==> src/rtl/spi1_initiator_pkg.sv <==
// Command encoding shared by the SPI1 initiator and spi1_controller.
package spi1_initiator_pkg;
    localparam int WB_ADDR_WIDTH = 20;
    localparam int DATA_WIDTH    = 8;
    localparam int TIMER_W       = 16;

    typedef enum logic [1:0] {
        OP_WRITE_AT   = 2'd0,
        OP_READ_AT    = 2'd1,
        OP_READ_NEXT  = 2'd2,
        OP_WRITE_NEXT = 2'd3
    } spi1_op_t;

    localparam logic [2:0] SPI1_OPCODE_WRITE_AT   = 3'b100;
    localparam logic [2:0] SPI1_OPCODE_READ_AT    = 3'b011;
    localparam logic [2:0] SPI1_OPCODE_READ_NEXT  = 3'b001;
    localparam logic [2:0] SPI1_OPCODE_WRITE_NEXT = 3'b010;

    // addr_hi is addr[19:16]; it rides in the low nibble of the command byte.
    function automatic logic [7:0] spi1_cmd_byte(input spi1_op_t op, input logic [3:0] addr_hi);
        logic [2:0] opc;
        case (op)
            OP_WRITE_AT:   opc = SPI1_OPCODE_WRITE_AT;
            OP_READ_AT:    opc = SPI1_OPCODE_READ_AT;
            OP_READ_NEXT:  opc = SPI1_OPCODE_READ_NEXT;
            default:       opc = SPI1_OPCODE_WRITE_NEXT;
        endcase
        return {opc, 1'b0, addr_hi};
    endfunction
endpackage

==> src/rtl/spi1_initiator_shift_byte.sv <==
// One-byte mode-0 SCK generator and shifter: MSB first, SCK idle low,
// POCI captured on the cycle that raises SCK, done pulses after the 8th fall.
module spi1_initiator_shift_byte
    import spi1_initiator_pkg::*;
#(
    parameter int unsigned HALF_DIV = 4
) (
    input  logic                  clk,
    input  logic                  rst,
    input  logic                  start,
    input  logic [DATA_WIDTH-1:0] tx_byte,
    input  logic                  poci,
    output logic                  done,
    output logic                  sck,
    output logic                  pico,
    output logic [DATA_WIDTH-1:0] rx_byte
);
    localparam int CW = $clog2(HALF_DIV);

    logic [CW-1:0]         cnt;
    logic [2:0]            bit_cnt;
    logic [DATA_WIDTH-2:0] shreg;
    logic                  busy;

    always_ff @(posedge clk) begin
        if (rst) begin
            busy    <= 1'b0;
            done    <= 1'b0;
            sck     <= 1'b0;
            pico    <= 1'b0;
            cnt     <= '0;
            bit_cnt <= '0;
            shreg   <= '0;
            rx_byte <= '0;
        end else begin
            done <= 1'b0;
            if (start) begin
                busy    <= 1'b1;
                sck     <= 1'b0;
                pico    <= tx_byte[DATA_WIDTH-1];
                shreg   <= tx_byte[DATA_WIDTH-2:0];
                cnt     <= CW'(HALF_DIV - 1);
                bit_cnt <= 3'd7;
            end else if (busy) begin
                if (cnt != '0) begin
                    cnt <= cnt - CW'(1);
                end else begin
                    cnt <= CW'(HALF_DIV - 1);
                    if (!sck) begin
                        sck     <= 1'b1;
                        rx_byte <= {rx_byte[DATA_WIDTH-2:0], poci};
                    end else begin
                        sck <= 1'b0;
                        if (bit_cnt == 3'd0) begin
                            busy <= 1'b0;
                            done <= 1'b1;
                            pico <= 1'b0;
                        end else begin
                            bit_cnt <= bit_cnt - 3'd1;
                            pico    <= shreg[DATA_WIDTH-2];
                            shreg   <= {shreg[DATA_WIDTH-3:0], 1'b0};
                        end
                    end
                end
            end
        end
    end
endmodule

==> src/rtl/spi1_initiator.sv <==
// SPI mode-0 initiator for spi1_controller: one command at a time, honours target stall.
// IDLE: ready, wait cmd | SETUP: CS low, first bit | SHIFT: command bytes | STALL: wait target
// RDBYTE: clock in read byte | FINISH: SCK low hold, raise CS, done | GAP: CS high spacing
module spi1_initiator
    import spi1_initiator_pkg::*;
#(
    parameter int unsigned SCK_HALF_DIV  = 4,
    parameter int unsigned CS_GAP        = 6,
    parameter int unsigned STALL_TIMEOUT = 1023
) (
    input  logic                     clock_i,
    input  logic                     reset_i,
    input  logic                     cmd_valid_i,
    output logic                     cmd_ready_o,
    input  spi1_op_t                 cmd_op_i,
    input  logic [WB_ADDR_WIDTH-1:0] cmd_addr_i,
    input  logic [DATA_WIDTH-1:0]    cmd_data_i,
    output logic                     done_o,
    output logic                     error_o,
    output logic [DATA_WIDTH-1:0]    rd_data_o,
    output logic                     spi_sck_o,
    output logic                     spi_cs_no,
    output logic                     spi_pico_o,
    input  logic                     spi_poci_i,
    input  logic                     spi_stall_i
);
    typedef enum logic [2:0] {
        S_IDLE, S_SETUP, S_SHIFT, S_STALL, S_RDBYTE, S_FINISH, S_GAP
    } state_t;

    state_t                state;
    logic [31:0]           frame;
    logic [2:0]            bytes_left;
    logic                  is_read;
    logic                  err_flag;
    logic [TIMER_W-1:0]    timer;
    logic [1:0]            settle;
    logic [1:0]            stall_sync;
    logic                  shift_start;
    logic                  shift_done;
    logic                  shift_pico;
    logic [DATA_WIDTH-1:0] shift_rx;
    logic [DATA_WIDTH-1:0] shift_tx;
    logic [7:0]            cmd_byte;

    assign cmd_byte   = spi1_cmd_byte(cmd_op_i, cmd_addr_i[19:16]);
    assign shift_tx   = (state == S_RDBYTE) ? '0 : frame[31:24];
    assign spi_pico_o = (state == S_SETUP) ? frame[31] : shift_pico;

    spi1_initiator_shift_byte #(.HALF_DIV(SCK_HALF_DIV)) u_shift (
        .clk     (clock_i),
        .rst     (reset_i),
        .start   (shift_start),
        .tx_byte (shift_tx),
        .poci    (spi_poci_i),
        .done    (shift_done),
        .sck     (spi_sck_o),
        .pico    (shift_pico),
        .rx_byte (shift_rx)
    );

    always_ff @(posedge clock_i) begin
        if (reset_i) begin
            stall_sync  <= '0;
            state       <= S_GAP;
            timer       <= TIMER_W'(CS_GAP - 1);
            spi_cs_no   <= 1'b1;
            cmd_ready_o <= 1'b0;
            done_o      <= 1'b0;
            error_o     <= 1'b0;
            rd_data_o   <= '0;
            frame       <= '0;
            bytes_left  <= '0;
            is_read     <= 1'b0;
            err_flag    <= 1'b0;
            settle      <= '0;
            shift_start <= 1'b0;
        end else begin
            stall_sync  <= {stall_sync[0], spi_stall_i};
            done_o      <= 1'b0;
            error_o     <= 1'b0;
            shift_start <= 1'b0;
            case (state)
                S_IDLE: if (cmd_valid_i && cmd_ready_o) begin
                    cmd_ready_o <= 1'b0;
                    spi_cs_no   <= 1'b0;
                    err_flag    <= 1'b0;
                    timer       <= TIMER_W'(SCK_HALF_DIV - 1);
                    state       <= S_SETUP;
                    // Frame is left-aligned so every byte goes out from frame[31:24].
                    case (cmd_op_i)
                        OP_WRITE_AT: begin
                            frame <= {cmd_byte, cmd_addr_i[15:0], cmd_data_i};
                            bytes_left <= 3'd4;
                            is_read <= 1'b0;
                        end
                        OP_READ_AT: begin
                            frame <= {cmd_byte, cmd_addr_i[15:0], 8'h00};
                            bytes_left <= 3'd3;
                            is_read <= 1'b1;
                        end
                        OP_WRITE_NEXT: begin
                            frame <= {cmd_byte, cmd_data_i, 16'h0000};
                            bytes_left <= 3'd2;
                            is_read <= 1'b0;
                        end
                        default: begin
                            frame <= {cmd_byte, 24'h000000};
                            bytes_left <= 3'd1;
                            is_read <= 1'b1;
                        end
                    endcase
                end
                S_SETUP: begin
                    if (timer == '0) begin
                        shift_start <= 1'b1;
                        state       <= S_SHIFT;
                    end else begin
                        timer <= timer - TIMER_W'(1);
                    end
                end
                S_SHIFT: if (shift_done) begin
                    if (bytes_left == 3'd1) begin
                        settle <= 2'd1;
                        timer  <= TIMER_W'(STALL_TIMEOUT);
                        state  <= S_STALL;
                    end else begin
                        frame       <= {frame[23:0], 8'h00};
                        bytes_left  <= bytes_left - 3'd1;
                        shift_start <= 1'b1;
                    end
                end
                S_STALL: begin
                    // settle covers the synchronizer delay for a stall raised at the last fall.
                    if (settle == '0 && !stall_sync[1]) begin
                        if (is_read) begin
                            shift_start <= 1'b1;
                            state       <= S_RDBYTE;
                        end else begin
                            timer <= TIMER_W'(SCK_HALF_DIV - 1);
                            state <= S_FINISH;
                        end
                    end else begin
                        if (settle != '0) settle <= settle - 2'd1;
                        if (timer == '0) begin
                            err_flag <= 1'b1;
                            timer    <= TIMER_W'(SCK_HALF_DIV - 1);
                            state    <= S_FINISH;
                        end else begin
                            timer <= timer - TIMER_W'(1);
                        end
                    end
                end
                S_RDBYTE: if (shift_done) begin
                    rd_data_o <= shift_rx;
                    timer     <= TIMER_W'(SCK_HALF_DIV - 1);
                    state     <= S_FINISH;
                end
                S_FINISH: begin
                    if (timer == '0) begin
                        spi_cs_no <= 1'b1;
                        done_o    <= 1'b1;
                        error_o   <= err_flag;
                        timer     <= TIMER_W'(CS_GAP - 1);
                        state     <= S_GAP;
                    end else begin
                        timer <= timer - TIMER_W'(1);
                    end
                end
                default: begin
                    if (timer == '0) begin
                        cmd_ready_o <= 1'b1;
                        state       <= S_IDLE;
                    end else begin
                        timer <= timer - TIMER_W'(1);
                    end
                end
            endcase
        end
    end
endmodule

==> config.mk <==
export PLATFORM = sky130hd
export DESIGN_NAME = spi1_initiator
export DESIGN_NICKNAME = d
export VERILOG_FILES = /design/src/rtl/spi1_initiator_pkg.sv /design/src/rtl/spi1_initiator_shift_byte.sv /design/src/rtl/spi1_initiator.sv
export SDC_FILE = /design/constraint.sdc
export NUM_CORES = 1
export LEC_CHECK = 0
export ABC_CLOCK_PERIOD_IN_PS = 6100
export BUFFER_PORTS_ARGS = -buffer_cell sky130_fd_sc_hd__buf_2
export CAP_MARGIN = 5
export CORE_AREA = 2 2 102 104
export CTS_BUF_LIST = sky130_fd_sc_hd__clkbuf_2 sky130_fd_sc_hd__clkbuf_4 sky130_fd_sc_hd__clkbuf_8
export CTS_CLUSTER_DIAMETER = 120
export DETAILED_ROUTE_END_ITERATION = 6
export DIE_AREA = 0 0 104 106
export PLACE_DENSITY = 0.63
export SLEW_MARGIN = 30
export SYNTH_ARGS = -nofsm -noshare
export SYNTH_HDL_FRONTEND = slang
export SYNTH_SLANG_ARGS = --single-unit
==> constraint.sdc <==
create_clock -name clock_i -period 6.1 [get_ports clock_i]
set_clock_uncertainty 0.15 [all_clocks]
set_input_delay 1.525 -clock clock_i [delete_from_list [all_inputs] [get_ports clock_i]]
set_output_delay 1.525 -clock clock_i [all_outputs]
set_load 0.01 [all_outputs]
==> results of run 1 <==
-- worst register-to-register path, delay by kind of cell, from the launching register on --
family | cells | cell delay, ps
AO/OA/AOI/OAI | 1 | 380
AND/OR/NAND/NOR | 4 | 1590
flip-flops | 1 | 500
-- kinds of logic (layout without fill, tap and decap cells) --
group	Yosys count	after routing	share of synthesized area
AOI/OAI and AO/OA	140	140	0.217
xor gates and xnor gates	5	5	0.00943
adders and majority gates	11	11	0.0296
buffers and inverters	55	86	0.0490
DFF	97	97	0.418
muxes	14	14	0.0307
and+or+nand+nor	233	233	0.246
-- power groups by stage --
stage	logic (uW)	clock network, uW	registers (uW)
final	629	391	757
after global routing	692	426	767
after CTS	624	400	755
after detailed placement	623	0	769
after global placement	609	0	768
after floorplan	511	0	751
-- sequential cells by signal, indices dropped and copies added (netlist names) --
signal / cells
bytes_left: 3
cmd_ready_o: 1
done_o: 1
err_flag: 1
error_o: 1
frame: 32
is_read: 1
rd_data_o: 8
settle: 2
shift_start: 1
spi_cs_no: 1
stall_sync: 2
state: 3
timer: 16
u_shift.bit_cnt: 3
u_shift.busy: 1
u_shift.cnt: 2
u_shift.done: 1
u_shift.pico: 1
u_shift.rx_byte: 8
u_shift.sck: 1
u_shift.shreg: 7
-- cell type report --
cell class              count  area (sq um)
clock inverters             4          28.8
multi-input cells         403          2480
fillers                   976          4880
repair buffers             54           285
well taps                 136           170
flip-flops and latches     97          1940
inverters                  17          63.8
clock buffers              11           145
-- placed cells by master, fill, tap and decap left out, types with 3 or more instances in the layout --
cell / Yosys / final
nor3b_1: 3 / 3
dfxtp_1: 97 / 97
ha_1: 11 / 11
buf_4: 1 / 6
or3_1: 3 / 3
buf_2: 8 / 48
nand2b_1: 7 / 7
and2_1: 4 / 4
a221oi_1: 16 / 16
a2bb2oi_1: 6 / 6
o21ai_1: 6 / 5
o21ai_0: 9 / 9
nor2_1: 66 / 66
a31oi_1: 4 / 4
clkbuf_8: 0 / 10
o22ai_1: 5 / 5
nand3_1: 22 / 22
a22o_1: 11 / 11
and3_1: 5 / 5
nor3_1: 38 / 38
inv_1: 17 / 17
a21oi_1: 43 / 43
nand2_1: 60 / 60
nor4_1: 3 / 3
xnor2_1: 3 / 3
mux2i_1: 12 / 12
nor2b_1: 6 / 6
a211oi_1: 7 / 7
a311oi_1: 8 / 8
-- metrics by stage --
stage          power [uW]   util  cells
6_report             1780  0.512    722
5_1_grt              1880  0.512    722
3_3_place_gp         1380  0.494    707
3_5_place_dp         1390  0.494    707
2_1_floorplan        1260      -    555
4_1_cts              1780  0.512    722
-- layer usage --
metal	routed length [um]	up-vias	share of wire
li1	-	2052	-
met1	4870	1892	0.46
met2	5050	101	0.47
met3	544	14	0.051
met4	187	0	0.018
met5	0	-	0
-- worst min path at each step --
stage / end / cells past startpoint
floorplan: stall_sync[1] / 1
global placement: stall_sync[1] / 1
detailed placement: stall_sync[1] / 1
CTS: stall_sync[1] / 1
global route: frame[0] / 2
finish: frame[6] / 2
==> metrics.yaml, run 1 <==
critical_path:
  crit_fanout: 14
  required_ps: 4430
  cp.depth: 4
  cp_top_family: "flip-flops"
  cp.buffers_inverters: 2
  critPathCapture: "spi_pico_o"
  cp-startpoint: "state[0]"
  ff2ff_setup_slack_ps: 3360
  timing.rr.start: "state[2]"
  crit_arrival_ps: 1910
  rr_endpoint: "frame[31]"
  max_stage_delay_ps: 580
  cp_slowest_cell: "dfxtp_1"
  worstSetupPathType: "reg -> out"
  crit_chain: "inv_1, nor3_1, mux2_2, buf_2"
  start_kind: "register"
  end_kind: "output pin"
  rr_worst_depth: 5
global_routing:
  use_met1: 0.250
  use_met2: 0.334
  grt_util_met3: 0.0454
  track_usage: 0.199
  grt-ovfl-total: 0
  grt_antenna_before_repair: 0
  grt_pass1_wl_um: 17900
  grt_max_degree: 42
  grt_pass1_vias: 3750
  globalRoute.busiestLayer: "met2"
route:
  firstDrtPassIters: 5
  vias_per_cell: 5.62
  drt_iter0_markers: 217
  wl_um: 10700
  drc: 0
  vias: 4059
  routedWlPerCell_um: 14.8
  drt.antenna.violating_nets: 0
synth:
  yosysTopAreaCell: "dfxtp_1"
  yosys_warnings: 0
  synth_area_leaders: "dfxtp_1 (42%), nor2_1 (5.3%), nand2_1 (4.8%)"
  synth_cells: 555
  synth_edf_count: 0
  syn_area_sq_um: 4650
  synth_top_flop_cell: "dfxtp_1"
  ys_ff_latch: 97
  async_reset_ff_frac: 0
  yosysMostFrequentCell: "dfxtp_1"
  synth.distinct_cells: 66
  synth_nets: 601
  yosys.area.top_type_share: 0.418
  yosysSeqAreaShare: 0.418
  ys_top_cells_by_count: "dfxtp_1 (97), nor2_1 (66), nand2_1 (60)"
  syn_avg_cell_area_sq_um: 8.37
clocking:
  post_cts_resized: 0
  ctsHoldBuffers: 0
  cts_tree: "done"
  cts_made_buffers: 9
  clk_path_buf_depth: 2
  htreeDepth: 3
  cts.sinks: 97
  cts-root-buf: "clkbuf_8"
  post_cts_buffers: 0
  clk_latency_ps: 380
  cts.clk_slew.worst_paths_ps: 90
hold_path:
  holdCritStartpoint: "frame[6]"
  hp-class: "reg -> reg"
power:
  p_clk_frac: 0.220
  ir_worst_vdd_v: 0.000200
  p_seq_frac: 0.426
  p_leak_uw: 0.00191
  p_per_area_nw_per_um2: 347
  netSwitchingFraction: 0.397
  p_sw_uw: 705
  combPwrFrac: 0.354
  p_int_uw: 1070
timing:
  rsz0062_at_grt: "no"
  finalCritPeriodShare: 0.587
  worst_slack_ps: 2520
  hold_viol: 0
  finalMaxSlewViolations: 0
  worst_pin_slew_ps: 793
  finalSetupTns_ps: 0
  period_minus_slack_ps: 3580
  slew_headroom: 0.467
  setup_violations: 0
  fmax_ghz: 0.279
  hold_slack_ps: 306
placement:
  dpl_cell_area_sq_um: 4940
  place.gp.congestion: 0.839
  numPortBuffers: 48
  dpl.hpwl_um: 7140
  place_worst_setup_slack_ps: 2750
finish:
  nets: 628
  area_growth_pct: 10.1
  drive_gt1_frac: 0.145
  diodes: 0
  final_area_sq_um: 5120
die:
  core_area_sq_um: 10000
  num_rows: 37
  die_y_um: 106
  die_w_um: 104
  pin_count: 49
  die-area_sq_um: 11000
  start_util: 0.465
status:
  outcome: "completed"
flow_run:
  cap_violations: 0
Power figures use the tool's default switching activity.
==> run 2, diff against run 1 <==
--- a/config.mk
+++ b/config.mk
@@ -5,7 +5,7 @@
 export SDC_FILE = /design/constraint.sdc
 export NUM_CORES = 1
 export LEC_CHECK = 0
-export ABC_CLOCK_PERIOD_IN_PS = 6100
+export ABC_CLOCK_PERIOD_IN_PS = 3100
 export BUFFER_PORTS_ARGS = -buffer_cell sky130_fd_sc_hd__buf_2
 export CAP_MARGIN = 5
 export CORE_AREA = 2 2 102 104
@@ -13,7 +13,7 @@
 export CTS_CLUSTER_DIAMETER = 120
 export DETAILED_ROUTE_END_ITERATION = 6
 export DIE_AREA = 0 0 104 106
-export PLACE_DENSITY = 0.63
+export PLACE_DENSITY = 0.66
 export SLEW_MARGIN = 30
 export SYNTH_ARGS = -nofsm -noshare
 export SYNTH_HDL_FRONTEND = slang
==> constraint.sdc (replaced) <==
create_clock -name clock_i -period 3.1 [get_ports clock_i]
set_clock_uncertainty 0.15 [all_clocks]
set_input_delay 0.775 -clock clock_i [delete_from_list [all_inputs] [get_ports clock_i]]
set_output_delay 0.775 -clock clock_i [all_outputs]
set_load 0.01 [all_outputs]
==> metrics.yaml, run 2 (synthesized netlist as in run 1, its figures left out) <==
finish:
  diodes: 0  # unchanged
  largest_register: "frame"
  final_cell_mix: "dfxtp_1 (97), nor2_1 (66), nand2_1 (60)"
  largest_register_ffs: 32  # unchanged
  fill_cells: 1004  # +2.9%
  top_regs: "frame: 32 flops, timer: 16 flops"
  drive_gt1_frac: 0.152  # +0.00723
  area_growth_pct: 11.2
  nets: 632  # +0.64%
  final_common_cell: "dfxtp_1"
hold_path:
  min_to: "frame[3]"
  hp-class: "reg -> reg"
  holdCritStartpoint: "frame[3]"
  hold_depth: 2  # unchanged
die:
  num_rows: 37  # unchanged
  die_y_um: 106  # unchanged
  pin_count: 49  # unchanged
  die_w_um: 104  # unchanged
  die-area_sq_um: 11000  # unchanged
  core_area_sq_um: 10000  # unchanged
  start_util: 0.465  # unchanged
route:
  firstDrtPassIters: 4  # -1
  wl_um: 10500  # -1.0%
  drt_iter0_markers: 223  # +2.8%
  drc: 0  # unchanged
  drt.antenna.violating_nets: 0  # unchanged
  vias: 4143  # +2.1%
  routedWlPerCell_um: 14.5  # -1.7%
  vias_per_cell: 5.70  # +1.4%
critical_path:
  end_kind: "output pin"
  ff2ff_setup_slack_ps: 630  # -2730 ps
  crit_fanout: 18  # +4
  worstSetupPathType: "reg -> out"
  timing.rr.start: "state[2]"
  crit_arrival_ps: 1640  # -270 ps
  rr_worst_depth: 5  # unchanged
  required_ps: 2170  # -2260 ps
  rr_endpoint: "frame[0]"
  start_kind: "register"
power:
  combPwrFrac: 0.344  # -0.010
  p_leak_uw: 0.00194  # +1.7%
  p_int_uw: 2130  # +99%
  p_sw_uw: 1420  # +100%
  total_power_uw: 3560  # +100%
  p_clk_frac: 0.235  # +0.015
  netSwitchingFraction: 0.400  # +0.00324
  p_per_area_nw_per_um2: 688  # +98%
  p_seq_frac: 0.422  # -0.004
  ir_worst_vdd_v: 0.000318  # +59%
timing:
  finalCritPeriodShare: 0.829
  fmax_ghz: 0.389
  setup_violations: 0  # unchanged
  hold_viol: 0  # unchanged
  period_minus_slack_ps: 2570
  hold_slack_ps: 309  # +3.52 ps
  rsz0062_at_grt: "no"
  worst_pin_slew_ps: 853  # +59.7 ps
  finalSetupTns_ps: 0  # unchanged
  slew_headroom: 0.427  # -0.0401
  finalMaxSlewViolations: 0  # unchanged
clocking:
  cts.sinks: 97  # unchanged
  cts_tree: "done"
  ctsHoldBuffers: 0  # unchanged
  cts_made_buffers: 9  # unchanged
  post_cts_buffers: 0  # unchanged
  htreeDepth: 3  # unchanged
  cts.clk_slew.worst_paths_ps: 100  # about the same
  cts-root-buf: "clkbuf_8"
  clk_path_buf_depth: 2  # unchanged
  clk_latency_ps: 370  # about the same
  post_cts_resized: 0  # unchanged
placement:
  numPortBuffers: 48  # unchanged
  place.gp.congestion: 0.827  # -1.5%
  dpl.hpwl_um: 7260  # +1.7%
global_routing:
  grt_max_degree: 39  # -7.1%
  track_usage: 0.199  # about the same
  grt_pass1_wl_um: 18300  # +2.2%
  grt-ovfl-total: 0  # unchanged
  grt_antenna_before_repair: 0  # unchanged
  grt_pass1_vias: 3729  # -0.56%
status:
  outcome: "completed"
flow_run:
  cap_violations: 0  # unchanged
==> run 2: cell count changes in the layout (fill, tap and decap cells not counted), sizes merged <==
| cell | change |
|---|---|
| clkinvlp | -1 |
| inv | +3 |
| clkbuf | -1 |
| buf | +4 |
==> run 2: power by group through the flow <==
stage          clock [uW]  sequential, uW  combinational, uW
6_report              835            1500               1220
2_1_floorplan           0            1480               1010
3_3_place_gp            0            1520               1200
3_5_place_dp            0            1530               1210
5_1_grt               910            1520               1360
4_1_cts               850            1500               1220
==> run 2: through the flow <==
stage	std cells	cell area, sq um	utilization	setup slack (ps)
2_1_floorplan	555	4650	-	769
3_3_place_gp	711	4970	0.497	625
3_5_place_dp	711	4970	0.497	579
4_1_cts	727	5170	0.517	510
5_1_grt	727	5170	0.517	410
6_report	727	5170	0.517	531
==> run 2: critical path: stages, from the launching register on <==
cell and delay, ps:
dfxtp_1 500, nor3_1 270, mux2_2 370, buf_2 140
==> run 2: cell type report <==
cell class,count,area (sq um),area share
clock buffers,10,138,0.0266
flip-flops and latches,97,1940,0.376
well taps,136,170,0.0329
multi-input cells,403,2480,0.480
clock inverters,6,56.3,0.0109
inverters,17,63.8,0.0124
repair buffers,58,315,0.0610
==> run 2: worst max path at each step <==
stage / start / end / slack, ps / cells after the start
after floorplan: cmd_op_i[1] / frame[10] / 770 / 8
after global placement: cmd_op_i[0] / frame[12] / 620 / 7
after detailed placement: cmd_op_i[1] / frame[12] / 580 / 7
after CTS: state[2] / spi_pico_o / 510 / 3
after global routing: state[1] / spi_pico_o / 410 / 3
final: state[2] / spi_pico_o / 530 / 3
==> run 2: metal layers <==
layer | wire (um) | track usage
met1 | 4980 | 0.273
met2 | 4930 | 0.324
met3 | 515 | 0.0380
met4 | 126 | 0.0512
met5 | 0 | 0
==> run 3, diff against run 2 <==
--- a/config.mk
+++ b/config.mk
@@ -5,14 +5,15 @@
 export SDC_FILE = /design/constraint.sdc
 export NUM_CORES = 1
 export LEC_CHECK = 0
-export ABC_CLOCK_PERIOD_IN_PS = 3100
+export ABC_AREA = 1
+export ABC_CLOCK_PERIOD_IN_PS = 2250
 export BUFFER_PORTS_ARGS = -buffer_cell sky130_fd_sc_hd__buf_2
 export CAP_MARGIN = 5
-export CORE_AREA = 2 2 102 104
+export CORE_AREA = 2 2 101 103
 export CTS_BUF_LIST = sky130_fd_sc_hd__clkbuf_2 sky130_fd_sc_hd__clkbuf_4 sky130_fd_sc_hd__clkbuf_8
 export CTS_CLUSTER_DIAMETER = 120
 export DETAILED_ROUTE_END_ITERATION = 6
-export DIE_AREA = 0 0 104 106
+export DIE_AREA = 0 0 103 105
 export PLACE_DENSITY = 0.66
 export SLEW_MARGIN = 30
 export SYNTH_ARGS = -nofsm -noshare
==> constraint.sdc (replaced) <==
create_clock -name clock_i -period 2.25 [get_ports clock_i]
set_clock_uncertainty 0.15 [all_clocks]
set_input_delay 0.5625 -clock clock_i [delete_from_list [all_inputs] [get_ports clock_i]]
set_output_delay 0.5625 -clock clock_i [all_outputs]
set_load 0.01 [all_outputs]
==> metrics.yaml, run 3 <==
placement:
  dpl_cell_area_sq_um: 4970  # about the same
  dpl.hpwl_um: 7580  # +4.3%
  numPortBuffers: 48  # unchanged
  place.gp.congestion: 0.898  # +8.6%
critical_path:
  crit_fanout: 8  # -10
  crit_arrival_ps: 1380  # -260 ps
  required_ps: 1540  # -630 ps
  max_stage_delay_ps: 420  # -80 ps
  cp-startpoint: "state[1]"
  crit_chain: "inv_2, nand3_1, nand2_1, o21ai_1, buf_2"
  cp.buffers_inverters: 2  # +1
  cp_top_family: "flip-flops"
  cp_slowest_cell: "dfxtp_2"
  timing.rr.start: "u_shift.cnt[0]"
  start_kind: "register"
  worstSetupPathType: "reg -> out"
  end_kind: "output pin"
die:
  die_w_um: 103  # -0.96%
  start_util: 0.475  # +0.00997
  die_y_um: 105  # -0.94%
  num_rows: 36  # -2.7%
  die-area_sq_um: 10800  # -1.9%
  pin_count: 49  # unchanged
  core_area_sq_um: 9640  # -3.6%
route:
  wl_um: 10800  # +2.4%
  drc: 0  # unchanged
  firstDrtPassIters: 5  # +1
  drt_iter0_markers: 146  # -35%
  routedWlPerCell_um: 13.1  # -9.5%
  vias: 4292  # +3.6%
  vias_per_cell: 5.22  # -8.4%
  drt.antenna.violating_nets: 0  # unchanged
synth:
  yosys.area.top_type_share: 0.424  # +0.00651
  synth_edf_count: 0  # unchanged
  synth_top_flop_cell: "dfxtp_1"
  yosys_warnings: 0  # unchanged
  syn_area_sq_um: 4580  # -1.5%
  syn_avg_cell_area_sq_um: 7.17  # -14%
  ys_top_cells_by_count: "nand2_1 (109), dfxtp_1 (97), nor2_1 (83)"
  ys_ff_latch: 97  # unchanged
  synth_area_leaders: "dfxtp_1 (42%), nand2_1 (8.9%), nor2_1 (6.8%)"
  yosysSeqAreaShare: 0.424  # +0.00651
  async_reset_ff_frac: 0  # unchanged
  yosysMostFrequentCell: "nand2_1"
  yosysTopAreaCell: "dfxtp_1"
  synth_nets: 684  # +14%
  synth_cells: 638  # +15%
  synth.distinct_cells: 36  # -45%
global_routing:
  grt-ovfl-total: 0  # unchanged
  grt_pass1_wl_um: 18200  # -0.38%
  grt_max_degree: 49  # +26%
  grt_pass1_vias: 3913  # +4.9%
  track_usage: 0.208  # +0.00878
  grt_antenna_before_repair: 0  # unchanged
clocking:
  post_cts_buffers: 0  # unchanged
  cts_tree: "done"
  cts.clk_slew.worst_paths_ps: 100  # about the same
  htreeDepth: 3  # unchanged
  clk_path_buf_depth: 2  # unchanged
  cts-root-buf: "clkbuf_8"
  clk_latency_ps: 370  # about the same
  cts.sinks: 97  # unchanged
  cts_made_buffers: 9  # unchanged
finish:
  diodes: 0  # unchanged
  area_growth_pct: 13.3
  final_cell_mix: "nand2_1 (109), dfxtp_1 (94), nor2_1 (83)"
  multi_input_area_sq_um: 2250  # -9.3%
  fill_cells: 983  # -2.1%
  drive_gt1_frac: 0.144  # -0.00860
  seq_area_sq_um: 1950  # +0.19%
  final_area_sq_um: 5180  # +0.31%
  nets: 730  # +16%
  largest_register: "frame"
  largest_register_ffs: 32  # unchanged
  final_common_cell: "nand2_1"
  top_regs: "frame: 32 flops, timer: 16 flops"
  final_util: 0.538  # +0.0210
timing:
  rsz0062_at_grt: "no"
  hold_viol: 0  # unchanged
  worst_pin_slew_ps: 780  # -73.2 ps
  fmax_ghz: 0.477
  setup_violations: 0  # unchanged
  period_minus_slack_ps: 2090
  slew_headroom: 0.476  # +0.0492
  hold_slack_ps: 243  # -66.3 ps
  finalCritPeriodShare: 0.931
  finalSetupTns_ps: 0  # unchanged
  finalMaxSlewViolations: 0  # unchanged
power:
  p_leak_uw: 0.00222  # +14%
  ir_worst_vdd_v: 0.000458  # +44%
  p_per_area_nw_per_um2: 1050  # +53%
status:
  outcome: "completed"
flow_run:
  cap_violations: 0  # unchanged
hold_path:
  hp-class: "in -> reg"
  holdCritStartpoint: "spi_stall_i"
[run 3: worst paths after layout]
| path | endpoint | slack [ps] | cells past startpoint |
|---|---|---|---|
| hold / removal | stall_sync[0] | 240 | 3 |
| setup / recovery | spi_pico_o | 160 | 5 |
| hold reg to reg | stall_sync[1] | 260 | 2 |
| setup reg to reg | u_shift.rx_byte[4] | 220 | 7 |
[run 3: area by class of cell]
cell class / instances / area share
Clock inverter: 6 / 0.0142
Inverter: 64 / 0.0468
Multi-Input combinational cell: 448 / 0.434
Clock buffer: 10 / 0.0254
Sequential cell: 97 / 0.375
Tap cell: 133 / 0.0321
Timing Repair Buffer: 64 / 0.0719
[run 3: cells by family after synthesis]
logic type	count (synthesis)	synth area share
AND/OR/NAND/NOR	262	0.244
AO/OA/AOI/OAI	166	0.200
flip-flops	97	0.424
buffers and inverters	93	0.0839
adder cells (fa/ha/maj)	11	0.0301
XOR/XNOR	9	0.0172
[run 3: repair_timing]
| item | in CTS | in global routing |
|---|---|---|
| resized for setup | 0 | 4 |
| hold endpoints to repair | 0 | 0 |
| hold buffers | 0 | 0 |
| endpoints found under the setup margin | 0 | 1 |
[run 3: tightest hold or removal path: stages]
cell	delay (ps)
buf_2	70
inv_1	30
nor2_1	60
[run 3: metrics by stage]
step	setup slack [ps]	std cells	total power [uW]
floorplan	179	638	3760
detailed placement	111	806	4270
CTS	32.0	822	5470
global route	7.51	822	5870
global placement	211	806	4230
finish	155	822	5470
[run 3: layer usage]
layer / GRT usage / share of wire / vias up
met5: 0 / 0 / -
met4: 0.0695 / 0.017 / 0
met3: 0.0328 / 0.040 / 14
met2: 0.330 / 0.46 / 103
met1: 0.286 / 0.48 / 1944
li1: - / - / 2231
[run 3: report_power, final]
part           total, uW  internal [uW]  switching, uW
Combinational       2070            720           1350
Clock               1200            543            652
Sequential          2200           1990            217
Total               5470           3250           2220
